### config.mk
export PLATFORM = sky130hd
export DESIGN_NAME = cpu_fifo_periph
export DESIGN_NICKNAME = d
export VERILOG_FILES = /design/src/rtl/cpu_fifo_pkg.sv /design/src/rtl/fifo_core.sv /design/src/rtl/cpu_fifo_periph.sv
export SDC_FILE = /design/constraint.sdc
export NUM_CORES = 1
export LEC_CHECK = 0
export BUFFER_PORTS_ARGS = -buffer_cell sky130_fd_sc_hd__buf_2
export CORE_ASPECT_RATIO = 0.5
export CORE_MARGIN = 5
export CORE_UTILIZATION = 30
export CTS_CLUSTER_SIZE = 24
export DETAILED_ROUTE_END_ITERATION = 16
export SYNTH_ARGS = -nofsm -noshare
export SYNTH_HDL_FRONTEND = slang
export SYNTH_SLANG_ARGS = --single-unit
export TNS_END_PERCENT = 100
### constraint.sdc
create_clock -name Clk -period 9.1 [get_ports Clk]
set_input_delay 0.91 -clock Clk [delete_from_list [all_inputs] [get_ports Clk]]
set_output_delay 0.91 -clock Clk [all_outputs]
set_load 0.005 [all_outputs]
### src/rtl/cpu_fifo_pkg.sv
// Shared register map, bit positions and reset helpers for the CPU-mapped FIFO.
package cpu_fifo_pkg;

  localparam logic [3:0] ADDR_DATA   = 4'h0;
  localparam logic [3:0] ADDR_STATUS = 4'h1;
  localparam logic [3:0] ADDR_COUNT  = 4'h2;
  localparam logic [3:0] ADDR_CTRL   = 4'h3;
  localparam logic [3:0] ADDR_THRESH = 4'h4;

  localparam int STAT_EMPTY     = 0;
  localparam int STAT_FULL      = 1;
  localparam int STAT_OVERFLOW  = 2;
  localparam int STAT_UNDERFLOW = 3;
  localparam int STAT_LEVEL     = 4;
  localparam int STAT_W         = 5;

  localparam int CTRL_FLUSH      = 0;
  localparam int CTRL_CLR_STICKY = 1;
  localparam int CTRL_IRQ_EN     = 7;

  localparam int THRESH_W = 5;

  // Threshold comes out of reset at half the FIFO depth.
  function automatic logic [THRESH_W-1:0] threshRstVal(input int depth);
    return THRESH_W'(depth / 2);
  endfunction

endpackage

### src/rtl/fifo_core.sv
// FIFO storage with wrapping pointers and an occupancy counter; push/pop strobes
// are self-guarding against full/empty, flush clears pointers and count.
module fifo_core #(
  parameter int DEPTH = 16,
  parameter int WIDTH = 8
) (
  input  logic                     clk,
  input  logic                     rstN,
  input  logic                     push,
  input  logic                     pop,
  input  logic                     flush,
  input  logic [WIDTH-1:0]         wrData,
  output logic [WIDTH-1:0]         rdData,
  output logic [$clog2(DEPTH):0]   count,
  output logic                     full,
  output logic                     empty
);

  localparam int AW = $clog2(DEPTH);
  localparam logic [AW:0]   FULL_CNT = (AW+1)'(DEPTH);
  localparam logic [AW:0]   CNT_ONE  = (AW+1)'(1);
  localparam logic [AW-1:0] PTR_ONE  = AW'(1);

  logic [WIDTH-1:0] mem [DEPTH];
  logic [AW-1:0]    wrPtr;
  logic [AW-1:0]    rdPtr;
  logic             doPush;
  logic             doPop;

  assign full   = (count == FULL_CNT);
  assign empty  = (count == '0);
  assign doPush = push & ~full;
  assign doPop  = pop & ~empty;
  assign rdData = mem[rdPtr];

  // Pointers wrap naturally because DEPTH is a power of two.
  always_ff @(posedge clk) begin
    if (!rstN || flush) begin
      wrPtr <= '0;
      rdPtr <= '0;
      count <= '0;
    end else begin
      if (doPush) wrPtr <= wrPtr + PTR_ONE;
      if (doPop)  rdPtr <= rdPtr + PTR_ONE;
      case ({doPush, doPop})
        2'b10:   count <= count + CNT_ONE;
        2'b01:   count <= count - CNT_ONE;
        default: count <= count;
      endcase
    end
  end

  always_ff @(posedge clk) begin
    if (doPush && rstN && !flush) mem[wrPtr] <= wrData;
  end

endmodule

### src/rtl/cpu_fifo_periph.sv
// CPU-bus FIFO peripheral: register decode, sticky flags, threshold and read mux.
// Interrupt logic is built only when FIFO_IRQ_EN is defined; otherwise Irq is tied low.
module cpu_fifo_periph
  import cpu_fifo_pkg::*;
#(
  parameter int DEPTH = 16,
  parameter int WIDTH = 8
) (
  input  logic             Clk,
  input  logic             Rst_n,
  input  logic             CS,
  input  logic             Rd_Wr,
  input  logic [3:0]       Addr,
  input  logic [WIDTH-1:0] DataIn,
  output logic [WIDTH-1:0] DataOut,
  output logic             Irq
);

  localparam int CW = $clog2(DEPTH) + 1;

  logic [CW-1:0]       count;
  logic                full;
  logic                empty;
  logic [WIDTH-1:0]    head;
  logic                wrAcc;
  logic                rdAcc;
  logic                dataWr;
  logic                dataRd;
  logic                ctrlWr;
  logic                threshWr;
  logic                flushReq;
  logic                clrReq;
  logic                overflow;
  logic                underflow;
  logic [THRESH_W-1:0] thresh;
  logic                levelGe;
  logic                irqEnBit;
  logic [STAT_W-1:0]   status;
  logic [WIDTH-1:0]    rdMux;

  assign wrAcc    = CS & ~Rd_Wr;
  assign rdAcc    = CS & Rd_Wr;
  assign dataWr   = wrAcc && (Addr == ADDR_DATA);
  assign dataRd   = rdAcc && (Addr == ADDR_DATA);
  assign ctrlWr   = wrAcc && (Addr == ADDR_CTRL);
  assign threshWr = wrAcc && (Addr == ADDR_THRESH);
  assign flushReq = ctrlWr & DataIn[CTRL_FLUSH];
  assign clrReq   = ctrlWr & DataIn[CTRL_CLR_STICKY];
  assign levelGe  = (THRESH_W'(count) >= thresh);

  fifo_core #(
    .DEPTH (DEPTH),
    .WIDTH (WIDTH)
  ) uCore (
    .clk    (Clk),
    .rstN   (Rst_n),
    .push   (dataWr),
    .pop    (dataRd),
    .flush  (flushReq),
    .wrData (DataIn),
    .rdData (head),
    .count  (count),
    .full   (full),
    .empty  (empty)
  );

  always_comb begin
    status                 = '0;
    status[STAT_EMPTY]     = empty;
    status[STAT_FULL]      = full;
    status[STAT_OVERFLOW]  = overflow;
    status[STAT_UNDERFLOW] = underflow;
    status[STAT_LEVEL]     = levelGe;
  end

  always_comb begin
    rdMux = '0;
    case (Addr)
      ADDR_DATA:   if (!empty) rdMux = head;
      ADDR_STATUS: rdMux[STAT_W-1:0] = status;
      ADDR_COUNT:  rdMux[CW-1:0] = count;
      ADDR_CTRL:   rdMux[CTRL_IRQ_EN] = irqEnBit;
      ADDR_THRESH: rdMux[THRESH_W-1:0] = thresh;
      default:     rdMux = '0;
    endcase
  end

  // A sticky clear in the same write as nothing else wins over nothing; set and
  // clear never coincide because they need different addresses.
  always_ff @(posedge Clk) begin
    if (!Rst_n) begin
      overflow  <= 1'b0;
      underflow <= 1'b0;
      thresh    <= threshRstVal(DEPTH);
      DataOut   <= '0;
    end else begin
      if (rdAcc)           DataOut   <= rdMux;
      if (dataWr && full)  overflow  <= 1'b1;
      if (dataRd && empty) underflow <= 1'b1;
      if (clrReq) begin
        overflow  <= 1'b0;
        underflow <= 1'b0;
      end
      if (threshWr) thresh <= DataIn[THRESH_W-1:0];
    end
  end

`ifdef FIFO_IRQ_EN
  logic irqEn;

  assign irqEnBit = irqEn;

  always_ff @(posedge Clk) begin
    if (!Rst_n) begin
      irqEn <= 1'b0;
      Irq   <= 1'b0;
    end else begin
      if (ctrlWr) irqEn <= DataIn[CTRL_IRQ_EN];
      Irq <= irqEn & (levelGe | overflow | underflow);
    end
  end
`else
  assign irqEnBit = 1'b0;
  assign Irq      = 1'b0;
`endif

endmodule

==> metrics, run 1 <==
XOR/XNOR Fraction of Synth Area 0.0131; Hold Path Depth 2; commonest non-fill, non-tap cell in the layout edfxtp_1; worst slew pin tran 1.28 ns; Synth Flop Type edfxtp_1; relative slew slack 0.141; fin crit share 0.387; core area 21800 sq um; Hold Fails Final Rpt 0; synthesized net count 467; ratio of cells with drive above 1 in the final layout 0.192; share of the synthesized area in the top cell type 0.573; Synth area leader edfxtp_1; FF+latch count, synth 160; Hold EP DataOut[5]$_SDFFE_PN0N_; TritonCTS Buffers 17; Vias 3783; Hold-fix buffers, CTS 0; max-slew violation count 0; full die area 25600 sq um; setup TNS 0 ns; Syn Area/Cell 15.3 sq um; RSZ-0062 raised after global routing no; CP Capture Type flop; area delta synth->final 15.4%; status finished, final reports clean; Syn Inst Count 438; crit path time final 3.52 ns; pin count of the biggest net entering global routing 34; Reg2Reg Depth 10; Die Width 221 um; IO Count 25; VDD IR-drop max 91.7 uV; clk_lat worst skew 0.43 ns; Compound-Gate Fraction of Synth Area 0.0649; hold_sp DataOut[5]$_SDFFE_PN0N_; PnR worst setup slack 5.58 ns; top cells by area, synth edfxtp_1 57%, dfxtp_1 9.6%, mux4_2 9.4%; diode count 0; Post-Synthesis Cell Area 6710 sq um; TritonCTS Sinks 160; Initial DRC Count 264; H-tree levels 4; Core Util, Final 0.354; Yosys warnings 0; critical path type input port to flop; Area after DPL 7110 sq um; CTS root buffer clkbuf_16; first-pass GRT wire length 23500 um; Leak Pwr 2.46 nW; MaxCap Viol Count 0; Async S/R FF share, synth 0; R2R Path End uCore.count[4]$_SDFFE_PP0P_; wire per inst 19.7 um; pre-CTS setup slack 5.10 ns; CP Launch Point Addr[3]; CP Max Fanout 8; Power Dens Cells 203 nW/um^2; R2R setup slack 5.85 ns; Max Fclk 0.284 GHz; initial core utilization 0.307; Clock Skew 0.0103 ns; dpl hpwl 9740 um; total gr overflow 0; TritonCTS clock tree done; reg2reg start uCore.count[1]$_SDFFE_PP0P_; crit start category input port; arrival time at the worst endpoint 3.56 ns; post-cts sizing count 0; number of flops mapped to enable cells by yosys 128; commonest non-fill, non-tap cells in the layout 128 x edfxtp_1, 44 x nor2_1, 31 x dfxtp_1; vias in the first global route 3837; initial antenna violation count 2; DR vias/cell 4.89; FP Rows 38; gr usage total 0.124; Final Setup Violations 0; sequential-to-total area share from yosys stat 0.669; adder-cell area share of the yosys netlist 0.0257; nets@finish 490; Reg clk slew, reported paths 0.06 ns; Netlist cell types 51; DRT antenna net count 0; I/O Buffers 23; DRC viols 0; post-synthesis mux area share 0.129; drt pass-1 iters 5; Die H 116 um; Placer Congestion 0.873; post-CTS setup buffers 0; largest family of logic cells by synthesized area multiplexers; CTS max path bufs 2; Synth Area in Simple Gates 0.0748; worst path required time 9.14 ns; WL final 15200 um; HP Class flop to flop; fin area 7740 sq um
-- per-stage QoR --
step	power (mW)	hold slack (ns)	std cells
after floorplan	0.815	0.437	438
final	1.57	0.453	773
after global routing	1.61	0.490	773
after global placement	0.831	0.438	741
after CTS	1.57	0.456	772
after detailed placement	0.832	0.442	741
-- sequential cells by signal (all words and copies together) (netlist names), named ones only --
register     count
uCore.mem      128
DataOut          8
thresh           5
uCore.count      5
uCore.rdPtr      4
uCore.wrPtr      4
overflow         1
underflow        1
-- critical path, stage by stage --
cell	delay (ns)
buf_2	0.14
nor4_1	0.56
o211a_1	0.37
inv_1	0.12
nor2_1	0.30
nand2_1	0.16
nor3_1	0.99
-- power by group --
group	total (mW)	internal [mW]	switching [mW]	leakage [nW]
sequential	0.789	0.789	0.000495	1.41
combinational	0.0265	0.00573	0.0207	0.764
clock	0.754	0.461	0.292	0.293
-- synth_stat cells (all sizes together), types with 5 or more instances --
master,n
nor2,44
o21ai,9
clkbuf,11
nand2,23
mux2i,19
mux4,28
a211oi,10
nand2b,5
xor2,7
nor2b,10
a22oi,7
ha,13
buf,12
nor3,7
inv,12
a21oi,11
edfxtp,128
dfxtp,32
-- area by class of cell --
type / instances / area [sq um]
Clock buffer: 20 / 437
Clock inverter: 11 / 181
Fill cell: 2044 / 14100
Inverter: 12 / 45.0
Multi-Input combinational cell: 243 / 2070
Sequential cell: 160 / 4490
Tap cell: 300 / 375
Timing Repair Buffer: 27 / 145
-- logic make-up after synthesis --
kind of cell	Yosys count
AO/OA/AOI/OAI	60
XOR/XNOR	10
multiplexers	51
flip-flops	160
other	1
AND/OR/NAND/NOR	107
adder cells (fa/ha/maj)	14
buffers and inverters	35
-- layer usage --
metal  global-route usage  part of all wire
met5                    0            0.0018
met4               0.0386             0.015
met3               0.0362             0.047
met2                0.204              0.48
met1                0.161              0.46
-- how the worst max path moves through the flow --
| stage | to | cells past startpoint |
|---|---|---|
| after detailed placement | uCore.mem[0][5]$_DFFE_PP_ | 7 |
| after global routing | uCore.mem[3][2]$_DFFE_PP_ | 7 |
| after floorplan | uCore.count[4]$_SDFFE_PP0P_ | 11 |
| after CTS | uCore.mem[0][0]$_DFFE_PP_ | 7 |
| final | uCore.mem[1][6]$_DFFE_PP_ | 7 |
| after global placement | uCore.mem[0][5]$_DFFE_PP_ | 7 |
(Power assumes the default switching activity.)
==> run 2, diff against run 1 <==
Settings changed: ABC_AREA set to 1.
Clock period 9.1 ns to 2.9 ns, I/O delays scaled along.
==> metrics, run 2 <==
Die H 118 um (+1.6%); Clock Skew 0.00996 ns (-0.000303 ns); Max Fclk 0.422 GHz; H-tree levels 4 (unchanged); DRT antenna net count 0 (unchanged); WL final 16400 um (+7.9%); critical path type flop to flop; Crit path largest cell delay 0.40 ns (-0.59 ns); Syn Area/Cell 10.3 sq um (-33%); Hold Fails Final Rpt 0 (unchanged); commonest non-fill, non-tap cell in the layout nand2_1; CP Max Fanout 10 (+2); number of flip-flops in the largest register 128 (unchanged); post-cts sizing count 0 (unchanged); status finished, final reports clean; hold_sp Rst_n; crit path time final 2.37 ns; CTS root buffer clkbuf_16; Netlist cell types 36 (-29%); gr usage total 0.126 (+0.00247); FP Rows 39 (+2.6%); VDD IR-drop max 308 uV (+240%); first-pass GRT wire length 26100 um (+11%); post-CTS setup buffers 0 (unchanged); Synth Flop Type edfxtp_1; dpl hpwl 10600 um (+9.0%); I/O Buffers 23 (unchanged); nets@finish 732 (+49%); Int Power 3.94 mW (+210%); crit start category flop; setup TNS 0 ns (unchanged); CP bufs+invs 2 (unchanged); drt pass-1 iters 6 (+1); worst slew pin tran 0.891 ns (-0.388 ns); CP delay by family, top simple AND/OR/NAND/NOR gates; Yosys warnings 0 (unchanged); CP Launch Point uCore.count[2]$_SDFFE_PP0P_; fraction of power spent switching nets 0.200 (+0.000578); leading registers by flop count uCore.mem (128), DataOut (8); ratio of cells with drive above 1 in the final layout 0.113 (-0.0793); DRC viols 0 (unchanged); HP Class input port to flop; Hold-fix buffers, CTS 0 (unchanged); Async S/R FF share, synth 0 (unchanged); worst path required time 3.26 ns (-5.88 ns); diode count 0 (unchanged); Post-Synthesis Cell Area 6940 sq um (+3.5%); initial core utilization 0.305 (-0.00263); initial antenna violation count 0 (-2); full die area 26500 sq um (+3.3%); IO Count 25 (unchanged); commonest non-fill, non-tap cells in the layout 167 x nand2_1, 128 x edfxtp_1, 74 x nand3_1; Placer Congestion 0.842 (-3.5%); fin crit share 0.817; clock share of power 0.478 (-0.002); Power Dens Cells 614 nW/um^2 (+200%); Initial DRC Count 434 (+64%); number of flops mapped to enable cells by yosys 128 (unchanged); most common cell in the netlist nand2_1; area delta synth->final 15.5%; Die Width 225 um (+1.7%); arrival time at the worst endpoint 2.73 ns (-0.83 ns); core area 22800 sq um (+4.4%); top cells by area, synth edfxtp_1 55%, dfxtp_1 9.2%, nand2_1 9.0%; Syn Inst Count 677 (+55%); Leak Pwr 2.97 nW (+20%); synthesized net count 706 (+51%); DR vias/cell 4.69 (-4.1%); RSZ-0062 raised after global routing no; FF+latch count, synth 160 (unchanged); relative slew slack 0.404 (+0.263); Vias 4802 (+27%); pin count of the biggest net entering global routing 67 (+97%); MaxCap Viol Count 0 (unchanged); top cell types by occurrence after synthesis 167 x nand2_1, 128 x edfxtp_1, 74 x nand3_1, 58 x nor2_1, 49 x inv_1; Synth area leader edfxtp_1; total gr overflow 0 (unchanged); share of the synthesized area in the top cell type 0.554 (-0.0195); wire per inst 16.0 um (-18%); pre-CTS setup slack 0.569 ns (-4.53 ns); Largest Register uCore.mem; TritonCTS Buffers 17 (unchanged); CP most frequent cell nand2_1; critical path's slowest cell dfxtp_1; TritonCTS Sinks 160 (unchanged); reg2reg start uCore.count[2]$_SDFFE_PP0P_; max-slew violation count 0 (unchanged); clk_lat worst skew 0.43 ns (about the same); Logic pwr share 0.019 (+0.002); PnR worst setup slack 0.530 ns (-5.05 ns); sequential-to-total area share from yosys stat 0.646 (-0.0228); CTS max path bufs 2 (unchanged); vias in the first global route 4721 (+23%); P_sw 987 uW (+210%); sequential share of power 0.503 (about the same); CP Capture Type flop; TritonCTS clock tree done; Critical Path, Cell by Cell nor2_1, nand3_2, nand2_2, inv_2, ha_1, ha_1, nand4_1, nand2_1, inv_1, nand2_1, nand2_1, nand2_1, nand2_1, a21oi_1; Final Setup Violations 0 (unchanged); Reg clk slew, reported paths 0.06 ns (about the same)
==> run 2: final timing paths <==
check,endpoint,slack [ns],cells after the start
max,uCore.count[4]$_SDFFE_PP0P_,0.53,14
min,thresh[1]$_SDFFE_PN0P_,0.19,3
max reg2reg,uCore.count[4]$_SDFFE_PP0P_,0.53,14
min reg2reg,overflow$_SDFFE_PP0P_,0.47,2
==> run 2: power groups by stage <==
stage	logic [mW]	clock network [mW]	registers (mW)
2_1_floorplan	0.0352	0	2.53
4_1_cts	0.0954	2.38	2.48
6_report	0.0940	2.35	2.48
5_1_grt	0.105	2.47	2.48
3_5_place_dp	0.0950	0	2.53
3_3_place_gp	0.0916	0	2.53
==> run 2: logic make-up after synthesis <==
family                     after synthesis  synth area share
and+or+nand+nor                        325             0.201
DFF                                    160             0.646
AOI/OAI and AO/OA                       93            0.0717
buffers and inverters                   80            0.0512
adders and majority gates               13            0.0234
xor gates and xnor gates                 5           0.00631
other                                    1          0.000540
==> run 2: area by class of cell <==
type | instances | area [sq um]
Clock buffer | 19 | 433
Clock inverter | 13 | 186
Fill cell | 2225 | 14800
Inverter | 53 | 200
Multi-Input combinational cell | 437 | 2120
Sequential cell | 160 | 4490
Tap cell | 307 | 384
Timing Repair Buffer | 34 | 210
==> run 2: stage by stage <==
step                cells  area [sq um]   util  power, mW  hold WS (ns)
global route         1023          8020  0.352       5.06         0.190
CTS                  1023          8020  0.352       4.95         0.163
finish               1023          8020  0.352       4.93         0.188
global placement      991          7400  0.325       2.62         0.456
floorplan             677          6940      -       2.56         0.389
detailed placement    991          7400  0.325       2.62         0.458
==> run 2: metal layers <==
layer  wire (um)  global-route usage  share of wire  up-vias
li1            -                   -              -     2365
met1        7520               0.172           0.46     2273
met2        7660               0.200           0.47      140
met3         909              0.0284          0.055       24
met4         331              0.0412          0.020        0
met5           0                   0              0        -
==> run 2: worst register-to-register path, stage by stage, from the launching register on <==
cell	delay [ns]
dfxtp_1	0.40
nor2_1	0.27
nand3_2	0.20
nand2_2	0.15
inv_2	0.10
ha_1	0.29
ha_1	0.37
nand4_1	0.12
nand2_1	0.08
inv_1	0.04
nand2_1	0.05
nand2_1	0.04
nand2_1	0.05
nand2_1	0.05
a21oi_1	0.11
